File: config.mk
export PLATFORM = sky130hd
export DESIGN_NAME = full_adder
export DESIGN_NICKNAME = d
export VERILOG_FILES = /design/src/rtl/full_adder_pkg.sv /design/src/rtl/full_adder_cell.sv /design/src/rtl/full_adder.sv
export SDC_FILE = /design/constraint.sdc
export NUM_CORES = 1
export LEC_CHECK = 0
export CAP_MARGIN = 20
export CORE_AREA = 4 4 41 43
export DETAILED_ROUTE_END_ITERATION = 12
export DIE_AREA = 0 0 45 47
export PLACE_DENSITY = 0.4
export SETUP_SLACK_MARGIN = 0.2
export SLEW_MARGIN = 15
export SYNTH_ARGS = -nofsm -noshare
export SYNTH_HDL_FRONTEND = slang
export SYNTH_HIERARCHICAL = 1
export SYNTH_SLANG_ARGS = --single-unit
File: constraint.sdc
create_clock -name clk -period 1.1 [get_ports clk]
set_input_delay 0.11 -clock clk [delete_from_list [all_inputs] [get_ports clk]]
set_output_delay 0.11 -clock clk [all_outputs]
set_load 0.005 [all_outputs]
File: src/rtl/full_adder_pkg.sv
// rtl/full_adder_pkg.sv - shared constants and width check for the full adder
package full_adder_pkg;

    localparam int WIDTH_MIN = 1;
    localparam int WIDTH_MAX = 64;

    function automatic bit width_ok(input int w);
        return (w >= WIDTH_MIN) && (w <= WIDTH_MAX);
    endfunction

endpackage

File: src/rtl/full_adder_cell.sv
// rtl/full_adder_cell.sv - one-bit combinational full adder cell
module full_adder_cell (
    input  logic a,
    input  logic b,
    input  logic cin,
    output logic s,
    output logic co
);

    logic p;

    assign p  = a ^ b;
    assign s  = p ^ cin;
    assign co = (a & b) | (cin & p);

endmodule

File: src/rtl/full_adder.sv
// rtl/full_adder.sv - ripple-carry adder with optional registered output stage
module full_adder
    import full_adder_pkg::*;
#(
    parameter int WIDTH   = 1,
    parameter bit REG_OUT = 1'b1
) (
    input  logic             clk,
    input  logic             rst,
    input  logic [WIDTH-1:0] a,
    input  logic [WIDTH-1:0] b,
    input  logic             cin,
    output logic [WIDTH-1:0] sum,
    output logic             cout,
    input  logic             in_valid,
    output logic             out_valid
);

    if (!width_ok(WIDTH)) begin : g_bad_width
        $error("full_adder: WIDTH=%0d outside %0d..%0d", WIDTH, WIDTH_MIN, WIDTH_MAX);
    end

    logic [WIDTH:0]   carry;
    logic [WIDTH-1:0] sum_d;
    logic             cout_d;

    assign carry[0] = cin;

    // Ripple chain, LSB first; carry[i+1] feeds the next cell up.
    for (genvar i = 0; i < WIDTH; i++) begin : g_cell
        full_adder_cell u_cell (
            .a   (a[i]),
            .b   (b[i]),
            .cin (carry[i]),
            .s   (sum_d[i]),
            .co  (carry[i+1])
        );
    end

    assign cout_d = carry[WIDTH];

    if (REG_OUT) begin : g_reg
        logic [WIDTH-1:0] sum_q;
        logic             cout_q;
        logic             valid_q;

        // Data registers only load on a valid beat, so idle cycles hold the last result.
        always_ff @(posedge clk) begin
            if (rst) begin
                sum_q   <= '0;
                cout_q  <= 1'b0;
                valid_q <= 1'b0;
            end else begin
                valid_q <= in_valid;
                if (in_valid) begin
                    sum_q  <= sum_d;
                    cout_q <= cout_d;
                end
            end
        end

        assign sum       = sum_q;
        assign cout      = cout_q;
        assign out_valid = valid_q;
    end else begin : g_comb
        logic unused_clk_rst;

        assign unused_clk_rst = &{1'b0, clk, rst};
        assign sum            = sum_d;
        assign cout           = cout_d;
        assign out_valid      = in_valid;
    end

endmodule

==> results_tabular.tex <==
\begin{tabular}{lr}
\hline
Metric & Value \\
\hline
\multicolumn{2}{l}{\textbf{Worst setup path}} \\
Startpoint types & register \\
Required time at the worst-slack endpoint & 0.99 ns \\
CP Class & reg -> out \\
CP Capture Type & primary output \\
Data arrival, critical path & between 0.7 and 0.8 ns \\
Kind of cell with the highest combined delay on the critical path & flip-flops \\
Buf+Inv Stages, Crit Path & 1 \\
Critical Path Max Stage Delay & $\sim$0.28 ns \\
Crit-path max FO & 1 \\
Critical Path, Cell by Cell & dlygate4sd2\_1 \\
Slowest stage cell, crit path & sky130\_fd\_sc\_hd\_\_dfxtp\_1 \\
\multicolumn{2}{l}{\textbf{Detailed routing}} \\
Residual DRC count & 0 \\
First-pass DRT Iterations & 1 \\
Number of DRC markers after the initial detailed-route iteration & 0 \\
Overall via count from detail\_route & 108 \\
DR WL/cell & $\sim$8.6 um \\
Final Routed Wirelength & 311 um \\
Antenna Nets Post-Route & 0 \\
Routed vias/inst & 3.000 \\
\multicolumn{2}{l}{\textbf{Synthesis}} \\
Post-synthesis instance total & 9 \\
Post-synthesis sequential element count & 3 \\
Area share of the largest cell type after synthesis & about 53\% \\
Sequential-to-total area share from yosys stat & 52.75\% \\
Cell type with the largest total area after synthesis & sky130\_fd\_sc\_hd\_\_dfxtp\_1 \\
Yosys cell types & 5 \\
Top cells by area, synth & sky130\_fd\_sc\_hd\_\_dfxtp\_1 53\%, sky130\_fd\_sc\_hd\_\_fa\_1 18\%, sky130\_fd\_sc\_hd\_\_mux2i\_1 18\% \\
Average size of a mapped cell & 12.65 um\^{}2 \\
Number of warnings reported in the yosys synthesis log & 6 \\
Area of the mapped netlist & 113.9 um\^{}2 \\
Synth Net Count & 16 \\
\multicolumn{2}{l}{\textbf{Timing}} \\
Clock tree skew after final layout & 0 ns \\
\# setup viols final & 0 \\
Setup repair after global routing missed its margin & yes \\
Max-slew violation count & 0 \\
Min Clock Period, post-route & 0.8746 ns \\
Actual transition at the worst max-transition pin & between 0.1 and 0.15 ns \\
Max-Slew Margin vs Limit & 91.43\% \\
Final hold violation count & 0 \\
Max Fclk & 1143 MHz \\
Post-route fraction of the period consumed by the critical path & 79.51\% \\
\multicolumn{2}{l}{\textbf{Global routing}} \\
Global routing met2 resource utilization & 5.367\% \\
Most utilized layer in the global route result & met4 \\
Pin count of the biggest net entering global routing & 4 \\
All-layer global routing usage & under 10\% \\
First-pass GRT wire length & 545 um \\
Overall overflow remaining after global route & 0 \\
Initial antenna violation count & 0 \\
GRT met3 Usage & 4.981\% \\
Routing usage on met1 & 3.409\% \\
Via count of the first global-routing pass & 136 \\
\multicolumn{2}{l}{\textbf{Floorplan}} \\
Total number of placement rows & 13 \\
Die X & 45 um \\
Die Area & $\sim$2100 um\^{}2 \\
Initial cell density of the core & 8.750\% \\
I/O pin cnt & 9 \\
Y dimension of the die & 47 um \\
Core Footprint & around 1300 um\^{}2 \\
\multicolumn{2}{l}{\textbf{Clocking}} \\
Clk pin slew, worst setup/hold paths & 0.04 ns \\
CTS sink cnt & 3 \\
Number of H-tree branching levels & 1 \\
Post-CTS setup buffer count & 0 \\
Cts-stage hold buffer count & 0 \\
Maximum number of buffers from clock root to sink & 2 \\
TritonCTS clock tree & done \\
Clock root buffer & sky130\_fd\_sc\_hd\_\_clkbuf\_4 \\
Clock insertion delay at the later pin of the skew report & 0.23 ns \\
Num CTS Buffers & 3 \\
\multicolumn{2}{l}{\textbf{Run}} \\
Max-cap violations & 0 \\
\multicolumn{2}{l}{\textbf{Place}} \\
Number of placed instances with taps included & 32 \\
Weighted congestion reported at the end of routability-driven placement & 0.6155 \\
Port buffer count & 8 \\
Detailed placement HPWL & 266.1 um \\
\multicolumn{2}{l}{\textbf{Min path}} \\
Class of the worst hold path & in -> reg \\
\multicolumn{2}{l}{\textbf{Cells and area}} \\
Net count of the finished layout & 29 \\
Ratio of cells with drive above 1 in the final layout & 19.05\% \\
Non-filler cells in the finished layout & 36 \\
Area Growth Syn to Fin & 103.3\% \\
Ant. Diodes & 0 \\
Commonest non-fill, non-tap cells in the layout & 3 x sky130\_fd\_sc\_hd\_\_clkbuf\_4, 3 x sky130\_fd\_sc\_hd\_\_dfxtp\_1, 3 x sky130\_fd\_sc\_hd\_\_clkdlybuf4s15\_1 \\
Filler cells & 163 \\
\multicolumn{2}{l}{\textbf{Power}} \\
Static leakage & 0.1028 nW \\
Total power per unit cell area & 1533 nW/um\^{}2 \\
Max IR drop VDD & 275.9 uV \\
Total power of the final layout & 0.3548 mW \\
\multicolumn{2}{l}{\textbf{Status}} \\
Result of the run & finished, final reports clean \\
\hline
\end{tabular}
-- cell families (layout without fill, tap and decap cells) --
logic type,count (synthesis),count (layout),synth area share [%]
AND/OR/NAND/NOR,3,3,12.09
adder cells (fa/ha/maj),1,1,17.58
multiplexers,2,2,17.58
flip-flops,3,3,52.75
buffers and inverters,0,12,0
-- cell usage after synthesis --
master / number
sky130_fd_sc_hd__fa_1: 1
sky130_fd_sc_hd__dfxtp_1: 3
sky130_fd_sc_hd__mux2i_1: 2
sky130_fd_sc_hd__nor2_1: 2
sky130_fd_sc_hd__nor2b_1: 1
-- metal layers --
metal  routed length, um  part of all wire (%)  vias up
met1                 123                    40       47
met5                   0                     0        -
met4                   0                     0        0
met2                 128                    41        8
li1                    -                     -       53
met3                  60                    19        0
-- sequential cells by signal (all words and copies together) (netlist names) --
signal and count:
cout 1, out_valid 1, sum 1
-- worst min-delay path, stage by stage --
cell and delay, ns:
sky130_fd_sc_hd__clkdlybuf4s15_1 0.18, sky130_fd_sc_hd__fa_1 0.15, sky130_fd_sc_hd__mux2i_1 0.06, sky130_fd_sc_hd__nor2_1 0.07
-- where the power goes --
part | switching [mW] | internal [mW] | total, mW
combinational | 0.0160 | 0.0282 | 0.0442
clock | 0.0543 | 0.136 | 0.190
sequential | 0.00316 | 0.117 | 0.121
total | 0.0734 | 0.281 | 0.355
-- path summary, 6_finish.rpt --
kind | startpoint | to | slack, ns | cells past startpoint
hold reg to reg | sum$_SDFFE_PP0P_ | sum$_SDFFE_PP0P_ | 0.50 | 2
setup / recovery | out_valid$_SDFF_PP0_ | out_valid | 0.23 | 1
hold / removal | cin | sum$_SDFFE_PP0P_ | 0.39 | 4
setup reg to reg | cout$_SDFFE_PP0P_ | cout$_SDFFE_PP0P_ | 0.52 | 2
-- per-stage QoR --
stage / instance area, um^2 / setup TNS [ns] / hold slack [ns] / worst slack [ns] / utilization (%)
after floorplan: 113.9 / 0 / 0.1816 / 0.2548 / -
after global placement: 212.7 / -0.4288 / 0.4846 / -0.2476 / 16.35
after detailed placement: 212.7 / -0.4152 / 0.4928 / -0.2221 / 16.35
after CTS: 232.7 / 0 / 0.4179 / 0.1852 / 17.88
after global routing: 231.5 / 0 / 0.4335 / 0.1815 / 17.79
final: 231.5 / 0 / 0.3908 / 0.2254 / 17.79
-- final cells by class --
cell class	count	area, um^2	share of cell area [%]
Multi-Input combinational cell	6	53.80	23.24
Tap cell	15	18.77	8.108
Timing Repair Buffer	8	72.57	31.35
Clock buffer	4	26.28	11.35
Sequential cell	3	60.06	25.95
-- what timing repair did --
action / in CTS / in global routing
resized for setup: 7 / 4
setup endpoints to repair: 5 / 3
pin swaps: 1 / 1
Note: power is estimated with default switching activity, not from simulation.
